`config.mk`:
```
export PLATFORM = sky130hd
export DESIGN_NAME = switch_arbiter
export DESIGN_NICKNAME = d
export VERILOG_FILES = /design/src/rtl/switch_arbiter.sv
export SDC_FILE = /design/constraint.sdc
export NUM_CORES = 1
export LEC_CHECK = 0
export BUFFER_PORTS_ARGS = -buffer_cell sky130_fd_sc_hd__buf_4
export CAP_MARGIN = 20
export CORE_ASPECT_RATIO = 0.7
export CORE_MARGIN = 10
export CORE_UTILIZATION = 40
export DETAILED_ROUTE_END_ITERATION = 7
export GPL_TIMING_DRIVEN = 0
export SETUP_SLACK_MARGIN = 0.4
export SLEW_MARGIN = 20
export SYNTH_ARGS = -nofsm -noshare
export SYNTH_HDL_FRONTEND = slang
export SYNTH_SLANG_ARGS = --single-unit
export TNS_END_PERCENT = 1
```
`constraint.sdc`:
```
create_clock -name clk -period 11.1 [get_ports clk]
set_clock_uncertainty 0.2 [all_clocks]
set_input_delay 2.22 -clock clk [delete_from_list [all_inputs] [get_ports clk]]
set_output_delay 2.22 -clock clk [all_outputs]
set_load 0.02 [all_outputs]
```
`src/rtl/switch_arbiter.sv`:
```
// Round-robin wormhole arbiter for one switch output port. An input port keeps the
// output from its first granted flit until its tail flit is accepted downstream.
module switch_arbiter #(
    parameter int PORTS     = 5,
    parameter int CNT_WIDTH = 16
) (
    input  logic                 clk,
    input  logic                 rst,
    input  logic [PORTS-1:0]     req,
    input  logic [PORTS-1:0]     tail,
    input  logic                 out_ack,
    output logic [PORTS-1:0]     grants,
    output logic                 busy,
    output logic [CNT_WIDTH-1:0] pkt_count
);

    localparam int PTR_W = (PORTS > 1) ? $clog2(PORTS) : 1;

    typedef enum logic {
        IDLE   = 1'b0,
        LOCKED = 1'b1
    } state_t;

    state_t               state, state_nxt;
    logic [PORTS-1:0]     grants_nxt;
    logic [PTR_W-1:0]     ptr, ptr_nxt;
    logic [CNT_WIDTH-1:0] cnt_nxt;
    logic [PTR_W-1:0]     owner;
    logic [PTR_W-1:0]     owner_after;
    logic                 xfer;
    logic                 tail_xfer;

    // First requester at or after start, wrapping; the port just before start is reached last.
    function automatic logic [PORTS-1:0] rr_pick(input logic [PORTS-1:0] r,
                                                 input logic [PTR_W-1:0] start);
        logic [PORTS-1:0] pick;
        logic             found;
        int               idx;
        logic [PTR_W-1:0] idx_w;
        pick  = '0;
        found = 1'b0;
        for (int k = 0; k < PORTS; k++) begin
            idx = int'(start) + k;
            if (idx >= PORTS) idx = idx - PORTS;
            idx_w = idx[PTR_W-1:0];
            if (!found && r[idx_w]) begin
                pick[idx_w] = 1'b1;
                found       = 1'b1;
            end
        end
        return pick;
    endfunction

    always_comb begin
        owner = '0;
        for (int i = 0; i < PORTS; i++) begin
            if (grants[i]) owner = PTR_W'(i);
        end
    end

    assign owner_after = (owner == PTR_W'(PORTS - 1)) ? '0 : owner + PTR_W'(1);
    assign xfer        = (state == LOCKED) && |(grants & req) && out_ack;
    assign tail_xfer   = xfer && |(grants & tail);

    always_comb begin
        state_nxt  = state;
        grants_nxt = grants;
        ptr_nxt    = ptr;
        cnt_nxt    = pkt_count;
        case (state)
            IDLE: begin
                if (|req) begin
                    state_nxt  = LOCKED;
                    grants_nxt = rr_pick(req, ptr);
                end
            end
            LOCKED: begin
                // Hand over on the tail flit without an idle bubble; the old owner ranks last.
                if (tail_xfer) begin
                    ptr_nxt    = owner_after;
                    cnt_nxt    = pkt_count + CNT_WIDTH'(1);
                    grants_nxt = rr_pick(req, owner_after);
                    state_nxt  = (|req) ? LOCKED : IDLE;
                end
            end
            default: begin
                state_nxt  = IDLE;
                grants_nxt = '0;
            end
        endcase
    end

    always_ff @(posedge clk) begin
        if (rst) begin
            state     <= IDLE;
            grants    <= '0;
            ptr       <= '0;
            pkt_count <= '0;
        end else begin
            state     <= state_nxt;
            grants    <= grants_nxt;
            ptr       <= ptr_nxt;
            pkt_count <= cnt_nxt;
        end
    end

    assign busy = (state == LOCKED);

endmodule

```
==> impl_metrics.py <==
metrics = {
    "final_layout": {
        "ff_latch_area_um2": 500,
        "fin_nets": 488,
        "design_area_mm2": 0.00348,
        "drive_above_1_share_pct": 11.7,
        "areaGrowthSynthToFinish_pct": 12.7,
        "final_util_pct": 47.1,
        "multi_input_area_mm2": 0.00237,
        "diodes": 0,
        "fill_cells": 762,
    },
    "critical_path": {
        "cp_slowest_cell": "clkbuf_1",
        "crit_required_ns": 11.11,
        "start_kind": "input pin",
        "critPathBufInv": 3,
        "crit_path_end_kind": "flip-flop",
        "path_delay_family": "buffers and inverters",
        "crit_chain": "clkbuf_1, clkbuf_1, a22oi_1, a221o_1, nor2_1, buf_2, nand3_1, or3_1, a21oi_1",
        "critPathArrivalTime_ns": 5.07,
        "cp_max_fo": 10,
        "crit_path_frequent_cell": "clkbuf_1",
        "critPathMaxStageDelay_ns": 0.48,
        "path_class": "input pin to flip-flop",
    },
    "clock_tree": {
        "cts_root_buf": "clkbuf_8",
        "clkTransAtPathRegs_ns": 0.10,
        "cts.path.max_buffers": 2,
        "cts_made_buffers": 3,
        "insertion_delay_ns": 0.28,
        "h-tree-depth": 1,
        "cts_resized": 0,
        "ctsHoldBuffers": 0,
        "cts_setup_buffers": 0,
        "clock_sinks": 25,
        "cts_tree": "built",
    },
    "synth": {
        "synth_top_cell_by_area": "dfxtp_1",
        "async_flop_share_pct": 0,
        "ys_warn_count": 0,
        "syn_nets": 453,
        "synth_edf_count": 0,
        "synthCells": 427,
        "synth_area_leaders": "dfxtp_1, nor2_1, ha_1",
        "synthDominantCellAreaShare_pct": 16.2,
        "syn_area_mm2": 0.00308,
        "synth_cell_type_count": 66,
        "synth_area_per_cell_um2": 7.22,
        "synth-seq-cells": 25,
        "seq_area_frac_synth_pct": 16.2,
        "synthFlopType": "dfxtp_1",
    },
    "drt": {
        "drtPass1Iterations": 5,
        "routed_wl_um": 10700,
        "drc": 0,
        "met3RoutedLength_um": 1250,
        "maxUsedRoutingLayer": "met4",
        "wl_met1_um": 5140,
        "wl_met2_um": 4220,
        "vias": 3567,
        "drt_iter0_drc": 471,
        "ant_nets": 0,
        "vias_per_cell": 6.38,
        "wire_per_inst_um": 19.2,
    },
    "floorplan": {
        "die_w_um": 125,
        "pin_count": 35,
        "dieArea_mm2": 0.0117,
        "rows": 26,
        "start_util_pct": 41.8,
        "die_h_um": 93.5,
        "coreArea_mm2": 0.00738,
    },
    "placement": {
        "placed_area_mm2": 0.00343,
        "io_buffers": 30,
        "dp_slack_ns": 5.80,
        "place_hpwl_um": 8270,
        "gp_congestion": 0.958,
    },
    "global_routing": {
        "grt-ovfl-total": 0,
        "grt_max_degree": 14,
        "grt_pass1_wl_um": 17400,
        "grt_antenna_before_repair": 0,
        "grtUsageTotal_pct": 17.6,
        "grt_pass1_vias": 3220,
    },
    "sta": {
        "rsz0062_at_grt": "false",
        "tightest_slew_ns": 0.653,
        "setup_violations": 0,
        "fin_tns_setup_ns": 0,
        "maxSlewViolCount": 0,
        "relSlewSlack_pct": 56.1,
        "fin_crit_ns": 5.06,
        "timing.final.ws_setup_ns": 6.04,
        "hold_viol_final": 0,
        "final.period_utilization_pct": 45.6,
        "fmax_ghz": 0.197,
    },
    "run": {
        "drv_cap": 0,
    },
    "power_and_ir_drop": {
        "ir_drop_uv": 46.3,
        "leakage_uw": 0.00127,
        "power_density_mw_per_mm2": 89.1,
        "p_total_uw": 310,
    },
    "hold_path": {
        "hp-class": "flip-flop to flip-flop",
    },
    "outcome": {
        "status": "finished clean",
    },
}
-- final timing paths --
kind	start	to	slack [ns]	cells after the start
setup / recovery	req[0]	pkt_count[14]$_SDFFE_PP0P_	6.04	9
hold / removal	pkt_count[11]$_SDFFE_PP0P_	pkt_count[11]$_SDFFE_PP0P_	0.32	2
setup reg to reg	grants[4]$_SDFFE_PP0P_	grants[2]$_SDFFE_PP0P_	6.04	14
hold reg to reg	pkt_count[11]$_SDFFE_PP0P_	pkt_count[11]$_SDFFE_PP0P_	0.32	2
-- metrics by stage --
stage                     hold slack, ns  instances
after floorplan                    0.366        427
final                              0.317        559
after detailed placement           0.303        555
after global placement             0.294        555
after global routing               0.356        559
after CTS                          0.321        559
-- layer usage --
layer | GRT usage (%) | vias to the layer above
li1 | - | 1685
met1 | 26.1 | 1654
met2 | 25.0 | 216
met3 | 4.06 | 12
met4 | 3.15 | 0
met5 | 0 | -
-- cell type report --
class / count / area share [%]
plain buffers: 34 / 3.99
repair buffers: 30 / 6.48
well taps: 98 / 3.53
clock buffers: 4 / 1.30
inverters: 19 / 2.05
multi-input cells: 349 / 68.3
flip-flops and latches: 25 / 14.4
-- report_power, final --
part           leakage (uW)  internal [uW]  switching, uW
clock network     0.0000228           25.7           30.5
logic               0.00104           59.9           98.0
registers          0.000202           91.9           3.83
total               0.00127            177            132
-- logic make-up (layout without fill, tap and decap cells) --
group | count (synthesis) | count (layout) | share of synthesized area [%]
buffers and inverters | 53 | 87 | 6.82
DFF | 25 | 25 | 16.2
and+or+nand+nor | 177 | 177 | 31.2
xor gates and xnor gates | 12 | 12 | 3.41
AOI/OAI and AO/OA | 131 | 131 | 31.2
muxes | 16 | 16 | 5.72
adders and majority gates | 13 | 13 | 5.52
-- synth_stat cells, types with 6 or more instances --
cell	number
nand2b_1	13
nor2_1	44
nor3_1	15
mux2i_1	12
or3_1	9
nand3_1	14
o31ai_1	8
inv_1	18
nand4_1	9
nand2_1	29
a21oi_1	29
o21ai_0	16
a211o_1	6
dfxtp_1	25
clkbuf_1	24
ha_1	12
xnor2_1	9
nor2b_1	12
o2111ai_1	6
buf_2	9
a211oi_1	12
-- registers in the layout (all words and copies together), names as in the netlist --
register and flops:
busy 1, grants 5, pkt_count 16, ptr 3
-- cells in the final DEF (no fill, tap or decap), types with 3 or more instances in the layout --
cell type and n:
a21o_1 5, a221o_1 5, or4_1 4, o31ai_1 8, clkbuf_1 25, a311oi_1 3, nor2_1 44, a31oi_1 3
o2111ai_1 6, a211oi_1 12, clkbuf_8 3, nand3_1 14, buf_4 30, a22oi_1 4, o22ai_1 3, nand4_1 9
o21ai_0 16, nand3b_1 3, nor4_1 4, xnor2_1 9, o32a_1 4, mux2i_1 12, nand2b_1 13, mux2_2 3
dfxtp_1 25, ha_1 12, nor3_1 15, xor2_1 3, a211o_1 6, a21oi_1 29, nor4b_1 3, nor3b_1 4
nand2_1 29, and2_1 5, or3_1 9, buf_2 9, nor2b_1 12, inv_1 18
-- worst reg2reg max path: cells and delay by family, from the launching register on --
| kind | cells | cell delay, ns |
|---|---|---|
| AOI/OAI and AO/OA | 4 | 0.98 |
| DFF | 1 | 0.38 |
| and+or+nand+nor | 4 | 1.41 |
| adders and majority gates | 1 | 0.28 |
| xor gates and xnor gates | 1 | 0.19 |
| buffers and inverters | 4 | 1.51 |
No activity file was read; power rests on OpenSTA's default activity.
